## config.mk

```make
export PLATFORM = sky130hd
export DESIGN_NAME = oscillator
export DESIGN_NICKNAME = d
export VERILOG_FILES = /design/src/rtl/oscillator.sv
export SDC_FILE = /design/constraint.sdc
export NUM_CORES = 1
export LEC_CHECK = 0
export BUFFER_PORTS_ARGS = -buffer_cell sky130_fd_sc_hd__buf_4
export CORE_MARGIN = 4
export CORE_UTILIZATION = 30
export DETAILED_ROUTE_END_ITERATION = 16
export MAX_ROUTING_LAYER = met4
export SYNTH_ARGS = -nofsm -noshare
export SYNTH_HDL_FRONTEND = slang
export SYNTH_SLANG_ARGS = --single-unit
```

## constraint.sdc

```tcl
create_clock -name clk -period 4.3 [get_ports clk]
set_input_delay 0.43 -clock clk [delete_from_list [all_inputs] [get_ports clk]]
set_output_delay 0.43 -clock clk [all_outputs]
set_load 0.03 [all_outputs]
```

## src/rtl/oscillator.sv

```systemverilog
// oscillator: period counter over a programmable divider with an incrementally
//   computed 8-bit phase floor(count*256/divider), no divider circuit.
// Latency: all outputs registered, one edge from inputs; backpressure: none,
//   `en` low freezes state; divider changes are deferred to the period boundary.
//
// Ports:
//   clk, n_rst            - clock (rising edge), async active-low reset
//   en                    - advance enable
//   phase_rst             - synchronous phase restart (applies pending divider)
//   div_load, divider_in  - divider load strobe and requested value
//   divider, count        - active divider and period counter (0..divider-1)
//   scaled_sig            - phase scaled to 8 bits
//   period_start          - one-cycle pulse while count reads 0 after a wrap
module oscillator (
  input  logic        clk,
  input  logic        n_rst,
  input  logic        en,
  input  logic        phase_rst,
  input  logic        div_load,
  input  logic [17:0] divider_in,
  output logic [17:0] divider,
  output logic [17:0] count,
  output logic [7:0]  scaled_sig,
  output logic        period_start
);

  logic [17:0] divider_q, divider_d;
  logic [17:0] count_q, count_d;
  logic [7:0]  sig_q, sig_d;
  logic        ps_q, ps_d;
  logic [18:0] acc_q, acc_d;
  logic [17:0] pend_q, pend_d;
  logic        pend_vld_q, pend_vld_d;

  logic [17:0] div_legal;
  logic        silent;
  logic        wrap;
  logic        apply;
  logic [18:0] acc_t;

  // Dividers below 256 are raised to 256 so the phase advances at most once
  // per tick; 0 means silent.
  always_comb begin
    div_legal = divider_in;
    if (divider_in == 18'd0) begin
      div_legal = 18'd0;
    end else if (divider_in < 18'd256) begin
      div_legal = 18'd256;
    end
  end

  assign silent = (divider_q == 18'd0);
  assign wrap   = en && !phase_rst && !silent && (count_q == divider_q - 18'd1);
  assign apply  = silent || wrap || phase_rst;
  // acc < divider < 2^18, so acc+256 always fits in 19 bits.
  assign acc_t  = acc_q + 19'd256;

  always_comb begin
    divider_d  = divider_q;
    count_d    = count_q;
    sig_d      = sig_q;
    ps_d       = 1'b0;
    acc_d      = acc_q;
    pend_d     = pend_q;
    pend_vld_d = pend_vld_q;

    // Divider update: a load coinciding with an apply point bypasses pending.
    if (apply) begin
      pend_vld_d = 1'b0;
      if (div_load) begin
        divider_d = div_legal;
      end else if (pend_vld_q) begin
        divider_d = pend_q;
      end
    end else if (div_load) begin
      pend_d     = div_legal;
      pend_vld_d = 1'b1;
    end

    // Phase datapath: acc tracks count*256 mod divider, so each carry out of
    // the modular add is exactly one step of floor(count*256/divider).
    if (phase_rst || silent || wrap) begin
      count_d = 18'd0;
      acc_d   = 19'd0;
      sig_d   = 8'd0;
      ps_d    = wrap;
    end else if (en) begin
      count_d = count_q + 18'd1;
      if (acc_t >= {1'b0, divider_q}) begin
        acc_d = acc_t - {1'b0, divider_q};
        sig_d = sig_q + 8'd1;
      end else begin
        acc_d = acc_t;
      end
    end
  end

  always_ff @(posedge clk or negedge n_rst) begin
    if (!n_rst) begin
      divider_q  <= 18'd0;
      count_q    <= 18'd0;
      sig_q      <= 8'd0;
      ps_q       <= 1'b0;
      acc_q      <= 19'd0;
      pend_q     <= 18'd0;
      pend_vld_q <= 1'b0;
    end else begin
      divider_q  <= divider_d;
      count_q    <= count_d;
      sig_q      <= sig_d;
      ps_q       <= ps_d;
      acc_q      <= acc_d;
      pend_q     <= pend_d;
      pend_vld_q <= pend_vld_d;
    end
  end

  assign divider      = divider_q;
  assign count        = count_q;
  assign scaled_sig   = sig_q;
  assign period_start = ps_q;

endmodule

```

Word-level counts from Yosys, hierarchy flattened

Index checks and enable logic that the tools add are counted.

Flip-flop bits (word level): 83
Input port bits: 23
Output and inout bits: 45
Logic and storage cells: 49

Add/subtract/negate cells: 5
$lt $le $gt $ge: 2
Eq/ne operators: 1
Mux-type cells: 15
Bitwise logic cells: 1
Reduce and logical (&&, ||, !) cells: 18

Operators by type and width:

| cell                                                | number |
|---|---|
| two-way mux 18 bit                                  | 6 |
| two-way mux 19 bit                                  | 3 |
| zero test 18 bit                                    | 2 |
| two-way mux 8 bit                                   | 3 |
| adder 19 x 9 -> 19 bit, second input constant       | 1 |
| greater-or-equal comparator 19 x 18 -> 1 bit        | 1 |
| subtractor 19 x 18 -> 19 bit                        | 1 |
| adder 18 x 1 -> 18 bit, second input constant       | 1 |
| equality test 18 bit                                | 1 |
| < comparator 18 x 9 -> 1 bit, second input constant | 1 |
| subtractor 18 x 1 -> 18 bit, second input constant  | 1 |
| adder 8 x 1 -> 8 bit, second input constant         | 1 |
| nonzero test 2 bit                                  | 4 |
| AND reduction 2 bit                                 | 3 |
| logical OR 1 bit                                    | 4 |
| logical AND 1 bit                                   | 3 |
| two-way mux 1 bit                                   | 3 |
| zero test 1 bit                                     | 2 |
| NOT 1 bit                                           | 1 |

Logic depth before layout (Yosys ltp)

Depth in word-level cells: 8
Gate-level depth with buffers: 14
Depth with buffers taken out: 13

Worst setup path after synthesis

Ideal clock, no wire load.

Path kind: register to register
From: reg divider_q[1], in the netlist divider[1]
To: reg pend_q[12]
Library setup time: 0.125 ns
Arrival: 3.353 ns
Required time: 4.175 ns
Slack: 0.822 ns
Stages on the path, launching flop included: 13
Buffers on the path: 2
Period minus slack after synthesis: 3.478 ns
Path through: dfrtp_1 -> inv_1 -> ha_1 -> or3b_2 -> clkbuf_1 -> or3_1 -> o31ai_1 -> inv_1 -> a2111oi_4 -> nand2_4 -> o211ai_4 -> buf_8 -> mux2_4

Word-level cells in the longest chain between the ends: 8
Elaborated cells on any way between the ends: 10
Classes of those cells: add/sub: 1; eq/ne: 1; bitwise: 1; reduce/logical: 7

Ends and longest elaborated chain:

| what                                                                                | RTL line | RTL |
|---|---|---|
| start, declared                                                                     | 27       | `logic [17:0] divider_q, divider_d;` |
| start signal, assigned                                                              | 108      | `divider_q <= divider_d;` |
| parallel branches: the longest is 4 deep, another holds subtractor 18 x 1 -> 18 bit | --       |  |
| logical OR 1 bit (*) (2 in series)                                                  | 54       | `assign apply = silent \|\| wrap \|\| phase_rst;` |
| NOT 1 bit (no line) (*)                                                             | --       |  |
| AND reduction 2 bit (no line) (*)                                                   | --       |  |
| end signal, assigned                                                                | 113      | `pend_q <= pend_d;` |
| end, declared                                                                       | 32       | `logic [17:0] pend_q, pend_d;` |

Every way passes the cells marked *.
A chain may end at the register's enable or synchronous reset.

Final worst setup path

From: reg divider_q[1], in the netlist divider[1]
To: reg divider_q[16], in the netlist divider[16]

Word-level cells in the longest chain between the ends: 7
Elaborated cells on any way between the ends: 9
Classes of those cells: add/sub: 1; eq/ne: 1; reduce/logical: 7

Ends and longest elaborated chain:

| what                                                                                | RTL line |
|---|---|
| parallel branches: the longest is 4 deep, another holds subtractor 18 x 1 -> 18 bit | -- |
| logical OR 1 bit (*) (2 in series)                                                  | 54 |
| AND reduction 2 bit (no line) (*)                                                   | -- |

Marked as above.

==> out/metrics.csv <==
metric,value,unit
ys_types,70,
clock_path_buffers,2,
rsz0062_at_grt,false,
holdWs,0.136,ns
design.core.area,20400,um^2
end_kind,flip-flop,
cts_hold_buf,0,
fin_total_pwr,2.48,mW
relSlewSlack,31.0,%
die_w,152,um
gr-total-overflow,0,
p_sw_share,34.8,%
crit_type,flip-flop to flip-flop,
setup_viol,0,
cp_slowest_cell,a21boi_1,
power_density,340,nW/um^2
critPathMostFrequentCell,nor3_1,
fin_nets,805,
rr_endpoint,divider[16]$_DFFE_PN0P_,
cts_buffers,9,
period_share,90.6,%
io_pins,68,
worst_pin_slew,1.03,ns
synth_edf_count,0,
p_switching,0.863,mW
htree_levels,3,
synth_area_leaders,"dfrtp_1 (33%), xnor2_1 (5.9%), xor2_1 (4.8%)",
pwr-share-seq,37.5,%
antenna_found_initial,0,
skew,0.00497,ns
gp_congestion,0.933,
cts_tree,done,
avgSynthCellArea,8.83,um^2
yosysTopAreaCell,dfrtp_1,
cts.clk_slew.worst_paths,0.07,ns
async_reset_ff_share,100,%
worstPathArrival,4.10,ns
syn-instance-count,706,
min_path_type,input pin to asynchronous set/reset pin,
reg2reg_slack,0.40,ns
post_cts_buffers,0,
dp_hpwl,13400,um
syn_area,6230,um^2
fillers,2088,
critPathLaunchType,flip-flop,
drc_errors,0,
p_comb_share,30.3,%
drt_wl_total,18300,um
critPathRequiredTime,4.50,ns
synth_commonest_cells,"dfrtp_1 (83), nor2_1 (58), nand2_1 (56)",
ir_drop,182,uV
ys_warn_count,0,
setup_tns,0,ns
cts_num_sinks,83,
post-route-min-period,3.90,ns
ant_nets,0,
wl_per_cell,17.7,um
reg2reg_from,divider[1]$_DFFE_PN0P_,
hold_violations,0,
cp_top_family,compound AO/OA/AOI/OAI gates,
r2r_cells,11,
max_cap_violations,0,
syn_nets,753,
yosysMostFrequentCell,dfrtp_1,
crit_buf_inv,2,
fmax,257,MHz
rows,52,
antenna_cells,0,
p_leak,3.07,nW
ys_seq_area_share,33.3,%
status,"finished, final reports clean",
fin_util,35.8,%
p_int,1.62,mW
final_layout_size_suffix_gt1_share,17.3,%
first_pass_iters,5,
path_max_fanout,12,
start_util,30.6,%
cpPeakStageDelay,0.80,ns
drt-initial-drc-count,458,
yosys_register_bits,83,
die_area,23100,um^2
clock_latency,0.35,ns
cts_root_buffer,clkbuf_16,
grt_pass1_vias,5369,
vias_per_cell,5.30,
grt_pass1_wl,30200,um
cts_resized,0,
io_buffers,67,
crit_chain,inv_1 -> ha_1 -> or3b_2 -> nor3_1 -> nor3_1 -> o21ai_0 -> a2111oi_4 -> and2_1 -> a21boi_1 -> buf_4 -> o221ai_1,
syn2layout_area_growth,17.0,%
grt_max_degree,53,
vias,5473,
drv_slew,0,
track_usage,16.5,%
p_clk_share,32.2,%
ys.flop_type,dfrtp_1,
yosysTopAreaCellShare,33.3,%
dieHeight,152,um
## area by class of cell
type | count | area (um^2) | share of cell area [%]
multi-input cells | 552 | 3860 | 52.9
flip-flops and latches | 83 | 2080 | 28.5
repair buffers | 82 | 616 | 8.44
well taps | 270 | 338 | 4.63
clock buffers | 11 | 243 | 3.33
inverters | 30 | 113 | 1.54
clock inverters | 4 | 51.3 | 0.703
## metrics by stage
step | instances | setup WS [ns] | cell area [um^2]
3_5_place_dp | 1017 | 0.454 | 7000
5_1_grt | 1032 | 0.0648 | 7300
4_1_cts | 1032 | 0.437 | 7300
3_3_place_gp | 1017 | 0.555 | 7000
6_report | 1032 | 0.403 | 7300
2_1_floorplan | 706 | 0.822 | 6230
## cell families (layout without fill, tap and decap cells)
group | count (synthesis) | in the layout | synth area share (%)
xor gates and xnor gates | 76 | 76 | 10.7
adders and majority gates | 24 | 24 | 4.94
muxes | 18 | 18 | 3.45
AOI/OAI and AO/OA | 170 | 170 | 20.7
DFF | 83 | 83 | 33.3
and+or+nand+nor | 264 | 264 | 21.9
buffers and inverters | 71 | 127 | 5.02
## worst register-to-register path, stage by stage (launching register included)
cell,delay (ns)
dfrtp_1,0.44
inv_1,0.17
ha_1,0.22
or3b_2,0.55
nor3_1,0.23
nor3_1,0.09
o21ai_0,0.37
a2111oi_4,0.17
and2_1,0.21
a21boi_1,0.80
buf_4,0.35
o221ai_1,0.15
## layout by cell type (no fill, tap or decap), drive strengths merged, types with 5 or more instances in the layout
cell,n
a21oi,34
nor3,18
nor2b,6
nand4,16
o221a,12
nor2,58
and2,10
buf,82
o31a,12
inv,30
clkbuf,11
a211oi,7
nand2,57
mux2i,5
o211ai,16
o221ai,7
o22a,12
nor4,11
a22oi,5
or4,5
o21ai,23
nand3,21
dfrtp,83
and3,12
xor2,34
xnor2,42
mux2,13
nand2b,29
ha,23
or3,7
## sequential cells by signal, indices dropped and copies added (netlist names)
| name | flops |
|---|---|
| acc_q | 19 |
| count | 18 |
| divider | 18 |
| pend_q | 18 |
| pend_vld_q | 1 |
| period_start | 1 |
| scaled_sig | 8 |
## how the worst max path moves through the flow
stage	end	start	slack, ns	cells after the start
2_1_floorplan	pend_q[12]$_DFFE_PN0P_	divider[1]$_DFFE_PN0P_	0.82	12
3_3_place_gp	divider[16]$_DFFE_PN0P_	divider[1]$_DFFE_PN0P_	0.55	11
3_5_place_dp	divider[16]$_DFFE_PN0P_	divider[1]$_DFFE_PN0P_	0.45	11
4_1_cts	divider[16]$_DFFE_PN0P_	divider[1]$_DFFE_PN0P_	0.44	11
5_1_grt	divider[16]$_DFFE_PN0P_	divider[1]$_DFFE_PN0P_	0.06	11
6_report	divider[16]$_DFFE_PN0P_	divider[1]$_DFFE_PN0P_	0.40	11
## routing by layer
layer  global-route usage (%)  vias to the layer above  part of all wire, %
li1                         -                     2675                    -
met1                     23.3                     2646                   49
met2                     24.4                      135                   45
met3                     2.75                       17                  4.5
met4                     4.62                        0                  1.3
met5                        -                        -                    0
## power by group through the flow
stage / Clock (mW) / Sequential, mW / Combinational [mW]
floorplan: 0 / 0.960 / 0.496
global placement: 0 / 0.939 / 0.750
detailed placement: 0 / 0.943 / 0.749
CTS: 0.817 / 0.928 / 0.755
global route: 0.846 / 0.941 / 0.825
finish: 0.800 / 0.930 / 0.752
Note: power is estimated with default switching activity, not from simulation.
